**src/rtl/tx_preamble_frame_assembler.sv**
```systemverilog
// Sequences short preamble, long preamble and data symbols into one TX sample stream.
// Latency: TX_SAMPLE follows the accepted source sample by one SYS_CLK cycle.
// Backpressure: none downstream; sources are paced by registered ACK, and an ACK with no VALID for TIMEOUT cycles aborts.
module tx_preamble_frame_assembler #(
   parameter int SHORT_LEN  = 161,
   parameter int LONG_LEN   = 289,
   parameter bit OVERLAP_EN = 1'b1,
   parameter int TIMEOUT    = 16
) (
   input  logic        SYS_CLK,
   input  logic        PHY_RST_N,
   input  logic        TX_START,
   output logic        SHORT_ACK,
   input  logic [27:0] SHORT_TRAINING_SEQ,
   input  logic        SHORT_TRAINING_SEQ_VALID,
   output logic        LONG_ACK,
   input  logic [27:0] LONG_TRAINING_SEQ,
   input  logic        LONG_TRAINING_SEQ_VALID,
   output logic        DATA_ACK,
   input  logic [27:0] DATA_SYMBOL,
   input  logic        DATA_SYMBOL_VALID,
   input  logic        DATA_LAST,
   output logic [27:0] TX_SAMPLE,
   output logic        TX_SAMPLE_VALID,
   output logic [11:0] TX_SAMPLE_INDEX,
   output logic        TX_BUSY,
   output logic        TX_DONE,
   output logic        TX_ERROR
);

   localparam int MAX_LEN = (SHORT_LEN > LONG_LEN) ? SHORT_LEN : LONG_LEN;
   localparam int SEG_W   = $clog2(MAX_LEN + 1);
   localparam int TO_W    = $clog2(TIMEOUT + 1);

   typedef enum logic [2:0] {
      S_IDLE,
      S_SHORT,
      S_LONG,
      S_DATA,
      S_DONE,
      S_ERR
   } state_t;

   state_t            state;
   logic [SEG_W-1:0]  seg_cnt;    // accepted samples in the current segment
   logic [TO_W-1:0]   to_cnt;     // consecutive ACK-high cycles without VALID
   logic [27:0]       ovl;        // held tail of the previous segment
   logic [11:0]       idx_cnt;    // index the next emitted sample will carry

   logic              cur_vld;
   logic [27:0]       cur_dat;
   logic              seg_room;
   logic              seg_last;
   logic              accept;
   logic              hold_tail;
   logic              add_ovl;
   logic [27:0]       emit_dat;

   // Signed 28-bit add, clamped to the representable range instead of wrapping.
   function automatic logic [27:0] sat28(input logic [27:0] a, input logic [27:0] b);
      logic [28:0] sum;
      sum = {a[27], a} + {b[27], b};
      if (sum[28] != sum[27]) begin
         sat28 = sum[28] ? 28'h8000000 : 28'h7FFFFFF;
      end else begin
         sat28 = sum[27:0];
      end
   endfunction

   // Select the source owned by the current state and decide what to do with its sample.
   always_comb begin
      cur_vld  = 1'b0;
      cur_dat  = '0;
      seg_room = 1'b0;
      seg_last = 1'b0;
      case (state)
         S_SHORT: begin
            cur_vld  = SHORT_TRAINING_SEQ_VALID;
            cur_dat  = SHORT_TRAINING_SEQ;
            seg_room = (seg_cnt < SEG_W'(SHORT_LEN));
            seg_last = (seg_cnt == SEG_W'(SHORT_LEN - 1));
         end
         S_LONG: begin
            cur_vld  = LONG_TRAINING_SEQ_VALID;
            cur_dat  = LONG_TRAINING_SEQ;
            seg_room = (seg_cnt < SEG_W'(LONG_LEN));
            seg_last = (seg_cnt == SEG_W'(LONG_LEN - 1));
         end
         S_DATA: begin
            cur_vld  = DATA_SYMBOL_VALID;
            cur_dat  = DATA_SYMBOL;
            seg_room = 1'b1;
            seg_last = DATA_LAST;
         end
         default: begin
         end
      endcase
      accept    = cur_vld && seg_room;
      // Preamble tails are parked for the junction; the final data sample is always sent as-is.
      hold_tail = OVERLAP_EN && seg_last && (state != S_DATA);
      // Only segments that follow another one receive the parked tail; the short head never does,
      // so a tail left behind by an aborted frame cannot leak into the next frame.
      add_ovl   = OVERLAP_EN && (seg_cnt == '0) && ((state == S_LONG) || (state == S_DATA));
      emit_dat  = add_ovl ? sat28(ovl, cur_dat) : cur_dat;
   end

   // Frame FSM with registered ACKs, status pulses and the output sample register.
   always_ff @(posedge SYS_CLK) begin
      if (!PHY_RST_N) begin
         state           <= S_IDLE;
         SHORT_ACK       <= 1'b0;
         LONG_ACK        <= 1'b0;
         DATA_ACK        <= 1'b0;
         TX_SAMPLE       <= '0;
         TX_SAMPLE_VALID <= 1'b0;
         TX_SAMPLE_INDEX <= '0;
         TX_BUSY         <= 1'b0;
         TX_DONE         <= 1'b0;
         TX_ERROR        <= 1'b0;
         seg_cnt         <= '0;
         to_cnt          <= '0;
         ovl             <= '0;
         idx_cnt         <= '0;
      end else begin
         TX_SAMPLE       <= '0;
         TX_SAMPLE_VALID <= 1'b0;
         TX_DONE         <= 1'b0;
         TX_ERROR        <= 1'b0;

         if (accept) begin
            if (hold_tail) begin
               ovl <= cur_dat;
            end else begin
               TX_SAMPLE       <= emit_dat;
               TX_SAMPLE_VALID <= 1'b1;
               TX_SAMPLE_INDEX <= idx_cnt;
               idx_cnt         <= idx_cnt + 12'd1;
               if (add_ovl) begin
                  ovl <= '0;
               end
            end
         end

         case (state)
            S_IDLE: begin
               if (TX_START) begin
                  state     <= S_SHORT;
                  SHORT_ACK <= 1'b1;
                  TX_BUSY   <= 1'b1;
                  seg_cnt   <= '0;
                  to_cnt    <= '0;
                  idx_cnt   <= '0;
               end
            end
            S_SHORT, S_LONG, S_DATA: begin
               if (accept) begin
                  to_cnt <= '0;
                  if (seg_last) begin
                     seg_cnt   <= '0;
                     SHORT_ACK <= 1'b0;
                     LONG_ACK  <= (state == S_SHORT);
                     DATA_ACK  <= (state == S_LONG);
                     if (state == S_SHORT) begin
                        state <= S_LONG;
                     end else if (state == S_LONG) begin
                        state <= S_DATA;
                     end else begin
                        state   <= S_DONE;
                        TX_DONE <= 1'b1;
                     end
                  end else if ((state != S_DATA) || (seg_cnt == '0)) begin
                     // In DATA the count only needs to remember that the head has gone.
                     seg_cnt <= seg_cnt + SEG_W'(1);
                  end
               end else if (cur_vld) begin
                  to_cnt <= '0;
               end else if (to_cnt == TO_W'(TIMEOUT - 1)) begin
                  state     <= S_ERR;
                  SHORT_ACK <= 1'b0;
                  LONG_ACK  <= 1'b0;
                  DATA_ACK  <= 1'b0;
                  TX_ERROR  <= 1'b1;
                  to_cnt    <= '0;
                  seg_cnt   <= '0;
               end else begin
                  to_cnt <= to_cnt + TO_W'(1);
               end
            end
            default: begin
               // DONE and ERR each last one cycle.
               state   <= S_IDLE;
               TX_BUSY <= 1'b0;
            end
         endcase
      end
   end

endmodule

```
**config.mk**
```make
export PLATFORM = sky130hd
export DESIGN_NAME = tx_preamble_frame_assembler
export DESIGN_NICKNAME = d
export VERILOG_FILES = /design/src/rtl/tx_preamble_frame_assembler.sv
export SDC_FILE = /design/constraint.sdc
export NUM_CORES = 1
export LEC_CHECK = 0
export ABC_AREA = 1
export CAP_MARGIN = 0
export CORE_MARGIN = 2
export CORE_UTILIZATION = 48
export DETAILED_ROUTE_END_ITERATION = 16
export PLACE_DENSITY = 0.84
export SYNTH_ARGS = -nofsm -noshare
export SYNTH_HDL_FRONTEND = slang
export SYNTH_SLANG_ARGS = --single-unit
```
**constraint.sdc**
```tcl
create_clock -name SYS_CLK -period 2.93 [get_ports SYS_CLK]
set_input_delay 0.4395 -clock SYS_CLK [delete_from_list [all_inputs] [get_ports SYS_CLK]]
set_output_delay 0.4395 -clock SYS_CLK [all_outputs]
set_load 0.02 [all_outputs]
```
==> results of run 1 <==
==> power by group through the flow <==
stage               Combinational [mW]  Sequential [mW]  Clock (mW)
global route                      3.90             1.68        1.36
CTS                               3.18             1.66        1.31
global placement                  2.89             1.68           0
finish                            3.61             1.66        1.31
detailed placement                2.95             1.68           0
floorplan                         1.73             1.74           0
==> state kept, by name (all words and copies together) (netlist names) <==
| name | count |
|---|---|
| TX_SAMPLE | 28 |
| ovl | 28 |
| TX_SAMPLE_INDEX | 12 |
| idx_cnt | 12 |
| seg_cnt | 9 |
| to_cnt | 5 |
| state | 3 |
| DATA_ACK | 1 |
| LONG_ACK | 1 |
| SHORT_ACK | 1 |
| TX_BUSY | 1 |
| TX_DONE | 1 |
| TX_ERROR | 1 |
| TX_SAMPLE_VALID | 1 |
==> logic make-up after synthesis <==
kind of cell	synth area share [%]
buffers and inverters	8.57
AO/OA/AOI/OAI	18.1
AND/OR/NAND/NOR	34.3
XOR/XNOR	3.19
flip-flops	30.4
adder cells (fa/ha/maj)	5.47
==> cell type report <==
class	count	area (um^2)	share of cell area [%]
inverter	107	407	3.92
clock buffer	9	225	2.17
clock inverter	7	98.8	0.953
timing repair buffer	268	2560	24.7
sequential	104	2090	20.2
multi-input combinational	830	4760	45.9
tap	180	225	2.17
==> what timing repair did <==
item	CTS	global route
gates cloned	2	4
setup endpoints to repair	27	28
buffers inserted	3	11
hold buffers	0	0
resized for setup	43	85
pin swaps	8	29
endpoints found under the hold margin	0	0
==> routing by layer <==
layer  part of all wire [%]  GRT usage [%]
met4                    4.3           12.6
met5                      0              0
met1                     41           38.5
met2                     47           51.5
met3                    7.5           4.15
==> per-stage QoR <==
step | setup WS (ns) | area [um^2]
floorplan | 0.00242 | 6940
global placement | -0.170 | 9210
detailed placement | -0.250 | 9210
CTS | -0.00615 | 9830
global route | -0.252 | 10400
finish | -0.0732 | 10400
==> worst max-delay path, cell delays in order (launching register included) <==
cell and delay [ns]:
dfxtp_4 0.37, buf_4 0.14, nor2_4 0.19, buf_12 0.16, nand2_1 0.06, nand3_2 0.11
ha_4 0.22, a21oi_2 0.22, o21ai_2 0.13, a21boi_4 0.18, nor2_2 0.06, nor3_2 0.23
nand2_1 0.10, nand2_2 0.10, buf_6 0.10, nand3_4 0.15, clkbuf_16 0.22, nand2_1 0.07
a21oi_1 0.07
==> layout by cell type (no fill, tap or decap), types with 21 or more instances in the layout <==
master / instances
nand2_1: 300
nor2_1: 82
clkdlybuf4s50_1: 137
a21oi_2: 22
nand3_2: 21
nand2_2: 34
a21oi_1: 90
buf_4: 111
dfxtp_1: 101
nand3_1: 59
xor2_1: 21
o21ai_0: 68
inv_1: 96
==> worst paths after layout <==
kind | startpoint | endpoint | slack, ns | cells after the start
setup reg to reg | state[1] | TX_SAMPLE[10] | -0.07 | 18
hold reg to reg | to_cnt[4] | to_cnt[4] | 0.46 | 2
setup / recovery | state[1] | TX_SAMPLE[10] | -0.07 | 18
hold / removal | to_cnt[4] | to_cnt[4] | 0.46 | 2
==> impl_results.md, run 1 <==
- Status: finished, violations left
- Failing checks: setup timing
- Commonest cells in the netlist: nand2_1 (324), a21oi_1 (105), dfxtp_1 (104)
- Via count: 8374
- Final WS setup: -0.0732 ns
- Combinational group share of total power: 54.8%
- NumNets Final: 1441
- Fin util: 74.4%
- Register area share after synthesis: 30.4%
- Hold Crit Class: reg -> reg
- Clk pwr share: 19.9%
- Area leader, netlist: dfxtp_1
- First-pass GRT wire length: 36400 um
- # diodes: 0
- Chip height: 124 um
- Die Wd: 124 um
- Crit path arrival time: 3.25 ns
- Max Slew Vio Count: 0
- Netlist cell types: 42
- Yosys top cell area share: 30.4%
- Worst hold margin: 0.456 ns
- Root buf cell: clkbuf_16
- P_int: 3.75 mW
- Setup TNS: -1.28 ns
- Initial DRC Count: 593
- Total CTS buffers: 9
- WL per Instance: 16.4 um
- Max Buffers Root-to-Sink: 2
- Row cnt: 43
- TritonCTS clock tree: yes
- Rel. slew slack: 68.9%
- Number of synthesized flops with an enable pin: 0
- WL final: 24600 um
- Crit Path Class: reg -> reg
- Most frequent cell after synthesis: nand2_1
- Non-Filler Instances: 1505
- DRC Markers: 0
- Overall routing resource usage: 30.3%
- Worst setup EP type: register
- YS warnings: 0
- Number of setup violations in the final report: 27
- Largest net degree at the start of global routing: 30
- Vias per cell: 5.56
- Number of placed I/O pins: 138
- Fin. Hold Viols: 0
- Max VDD drop: 0.000544 V
- Setup Skew: 0.0137 ns
- Final HPWL DP: 17000 um
- Mapped Avg Cell Area: 6.37 um^2
- Synth Flop Type: dfxtp_1
- Dpl cells: 1469
- Remaining antenna violation count: 0
- CP required: 3.18 ns
- Switching Share: 42.9%
- Number of global-route vias before repair: 7587
- Sequential group share of total power: 25.3%
- RSZ-0062 raised after global routing: yes
- Starting density of the core: 49.2%
- # Max-Cap Violations: 0
- Critical Path Fanout Max: 7
- Leak pwr: 4.44 nW
- DR pass1 iterations: 7
- Port bufs: 137
- Mapped Area: 6860 um^2
- NetSw: 2.83 mW
- Worst-Margin Slew: 0.462 ns
- Fillers: 1020
- Flop and latch count out of synthesis: 104
- CORE AREA: 13900 um^2
- Final worst-path cycle share: 102%
- Clock Latency Late Sink: 0.37 ns
- Design Power: 6.58 mW
- Syn nets: 1198
- H-Tree Depth: 3
- Worst setup SP type: register
- Max Freq: 333 MHz
- Asr flop ratio synth: 0%
- Synth area leaders: dfxtp_1 (30%), nand2_1 (18%), a21oi_1 (7.7%)
- Share of cells above drive strength 1: 21.8%
- Initial antenna violation count: 0
- Area grow syn2layout: 51.2%
- Clock sink total: 104
- Cell Pwr Density: 634 nW/um^2
- Die ar.: 15300 um^2
- Final min period: 3.00 ns
- Grt total ovfl: 0
- Gpl congestion: 0.965
- Post-Synthesis Cells: 1077
- Clock slew at reported path FFs: 0.09 ns
No activity file was read; power rests on OpenSTA's default activity.
==> inputs of run 2 (changes only) <==
CORE_UTILIZATION = 35   (was 48)
PLACE_DENSITY = 0.66   (was 0.84)
==> impl_results.md, run 2 (synthesis gave the netlist of run 1 again) <==
- Status: finished, violations left (unchanged)
- Failing checks: setup timing (unchanged)
- Die ar.: 20700 um^2 (was 15300 um^2)
- Fin. Hold Viols: 0 (unchanged)
- Crit path arrival time: 3.21 ns (was 3.25 ns)
- CP Buf/Inv Count: 6 (was 4)
- Crit-path max cell delay: 0.40 ns (was 0.37 ns)
- Remaining antenna violation count: 0 (unchanged)
- Sequential group share of total power: 24.1% (was 25.3%)
- Commonest non-fill, non-tap cell in the layout: nand2_1 (unchanged)
- Max VDD drop: 0.000403 V (was 0.000544 V)
- Total CTS buffers: 9 (unchanged)
- P_int: 3.97 mW (was 3.75 mW)
- Switching Share: 42.5% (was 42.9%)
- DRC Markers: 0 (unchanged)
- Largest net degree at the start of global routing: 30 (unchanged)
- Clock sink total: 104 (unchanged)
- Chip height: 144 um (was 124 um)
- Setup Skew: 0.0167 ns (was 0.0137 ns)
- Vias per cell: 4.98 (was 5.56)
- WL per Instance: 15.3 um (was 16.4 um)
- Crit Path Class: reg -> reg (unchanged)
- Number of placed I/O pins: 138 (unchanged)
- Starting density of the core: 35.5% (was 49.2%)
- WL final: 25000 um (was 24600 um)
- Clk pwr share: 18.9% (was 19.9%)
- Clock Latency Late Sink: 0.38 ns (was 0.37 ns)
- Post-route cell area: 11300 um^2 (was 10400 um^2)
- # Max-Cap Violations: 0 (unchanged)
- Worst-Margin Slew: 0.439 ns (was 0.462 ns)
- Row cnt: 51 (was 43)
- CP max-delay cell: dfxtp_4 (unchanged)
- Clock slew at reported path FFs: 0.09 ns (about the same)
- Final HPWL DP: 17400 um (was 17000 um)
- Cell Area, Placed: 9510 um^2 (was 9210 um^2)
- NumNets Final: 1478 (was 1441)
- Area grow syn2layout: 64.4% (was 51.2%)
- RSZ-0062 raised after global routing: yes (unchanged)
- Hold buffers post-CTS: 0 (unchanged)
- CP required: 3.17 ns (was 3.18 ns)
- Root buf cell: clkbuf_16 (unchanged)
- Worst setup EP type: register (unchanged)
- Number of global-route vias before repair: 7378 (was 7587)
- Multi-input gate area: 5150 um^2 (was 4760 um^2)
- Die Wd: 144 um (was 124 um)
- Crit-path cells: buf_6 > nor2_4 > buf_12 > buf_4 > clkbuf_16 > nand2_4 > nand3_4 > ha_4 > nand2_2 > nor3_2 > buf_4 > nand2_1 > nor2_1 > nand2_2 > nand2_2 > nand2_2 > nand2_2 > nand3_4 > buf_4 > nand2_1 > a21oi_2 (was buf_4 > nor2_4 > buf_12 > nand2_1 > nand3_2 > ha_4 > a21oi_2 > o21ai_2 > a21boi_4 > nor2_2 > nor3_2 > nand2_1 > nand2_2 > buf_6 > nand3_4 > clkbuf_16 > nand2_1 > a21oi_1)
- Combinational group share of total power: 57.0% (was 54.8%)
- Fin util: 58.3% (was 74.4%)
- Grt total ovfl: 0 (unchanged)
- Share of cells above drive strength 1: 27.8% (was 21.8%)
- Final worst-path cycle share: 101% (was 102%)
- Max Slew Vio Count: 0 (unchanged)
- Crit path top cell by count: nand2_2 (was nand2_1)
- Cell Pwr Density: 612 nW/um^2 (was 634 nW/um^2)
- Port bufs: 137 (unchanged)
- Overall routing resource usage: 22.1% (was 30.3%)
- Design Power: 6.90 mW (was 6.58 mW)
- Fillers: 1738 (was 1020)
- Initial DRC Count: 412 (was 593)
- Worst setup SP type: register (unchanged)
- Critical Path Fanout Max: 7 (unchanged)
- Rel. slew slack: 70.7% (was 68.9%)
- Worst hold margin: 0.446 ns (was 0.456 ns)
- Leak pwr: 4.81 nW (was 4.44 nW)
- Non-Filler Instances: 1627 (was 1505)
- Final min period: 2.97 ns (was 3.00 ns)
- Max Buffers Root-to-Sink: 2 (unchanged)
- Hold Crit Class: reg -> reg (unchanged)
- Max Freq: 337 MHz (was 333 MHz)
- CORE AREA: 19300 um^2 (was 13900 um^2)
- Final WS setup: -0.0387 ns (was -0.0732 ns)
- First-pass GRT wire length: 36300 um (was 36400 um)
- Reg area: 2090 um^2 (unchanged)
- Crit path max-delay family: simple AND/OR/NAND/NOR gates (unchanged)
- NetSw: 2.94 mW (was 2.83 mW)
- DR pass1 iterations: 5 (was 7)
- Via count: 8106 (was 8374)
- Most frequent cells in the layout: nand2_1 (285), buf_4 (140), clkdlybuf4s50_1 (137), dfxtp_1 (101), inv_1 (95) (was nand2_1 (300), clkdlybuf4s50_1 (137), buf_4 (111), dfxtp_1 (101), inv_1 (96))
- H-Tree Depth: 3 (unchanged)
- # diodes: 0 (unchanged)
- Number of setup violations in the final report: 27 (unchanged)
- TritonCTS clock tree: yes (unchanged)
- Initial antenna violation count: 0 (unchanged)
- Biggest regs: TX_SAMPLE: 28 flops, ovl: 28 flops (unchanged)
- Dpl cells: 1568 (was 1469)
- Gpl congestion: 0.925 (was 0.965)
## run 2: changes by cell type in the layout (fill, tap and decap cells not counted), sizes merged
cell,previous run,this run
clkinvlp,0,1
buf,127,164
clkinv,5,6
inv,109,107
## run 2: final cells by class
type                    instances  share of cell area [%]
clock inverters                 7                   0.877
multi-input cells             830                    45.7
inverters                     107                    3.64
flip-flops and latches        104                    18.5
clock buffers                   9                    2.00
well taps                     265                    2.94
repair buffers                305                    26.3
## run 2: worst register-to-register path, cell delays in order (launching register included)
cell and delay [ns]:
dfxtp_4 0.40, buf_6 0.12, nor2_4 0.04, buf_12 0.13, buf_4 0.14, clkbuf_16 0.16, nand2_4 0.06, nand3_4 0.09
ha_4 0.33, nand2_2 0.07, nor3_2 0.18, buf_4 0.15, nand2_1 0.05, nor2_1 0.14, nand2_2 0.09, nand2_2 0.09
nand2_2 0.06, nand2_2 0.07, nand3_4 0.15, buf_4 0.18, nand2_1 0.06, a21oi_2 0.08
## run 2: per-stage QoR
| step | setup WS, ns | setup TNS [ns] |
|---|---|---|
| 2_1_floorplan | 0.00242 | 0 |
| 3_3_place_gp | -0.204 | -4.60 |
| 3_5_place_dp | -0.237 | -5.68 |
| 4_1_cts | -0.0286 | -0.253 |
| 5_1_grt | -0.161 | -4.08 |
| 6_report | -0.0387 | -0.588 |
## run 2: path summary, 6_finish.rpt
path / startpoint / to / slack (ns) / depth (start not counted)
worst max-delay path: state[1] / TX_SAMPLE[26] / -0.04 / 21
worst min-delay path: to_cnt[4] / to_cnt[4] / 0.45 / 2
worst max register to register: state[1] / TX_SAMPLE[26] / -0.04 / 21
worst min register to register: to_cnt[4] / to_cnt[4] / 0.45 / 2
## run 2: power by group through the flow
stage	logic, mW	registers (mW)	clock network, mW
CTS	3.41	1.66	1.33
finish	3.93	1.66	1.31
floorplan	1.73	1.74	0
global route	4.26	1.68	1.38
detailed placement	3.05	1.68	0
global placement	3.03	1.68	0
## run 2: repair_timing
item,in CTS,in global routing
gates cloned,3,4
resized for setup,73,129
setup buffers,15,23
pin swaps,6,57
setup endpoints to repair,28,28
hold endpoints to repair,0,0
## run 2: metal layers
layer	routed length, um	track usage [%]	up-vias
met5	0	0	-
met4	579	7.28	0
met3	1180	2.65	38
met2	11900	38.0	202
met1	11300	28.9	3773
li1	-	-	4093
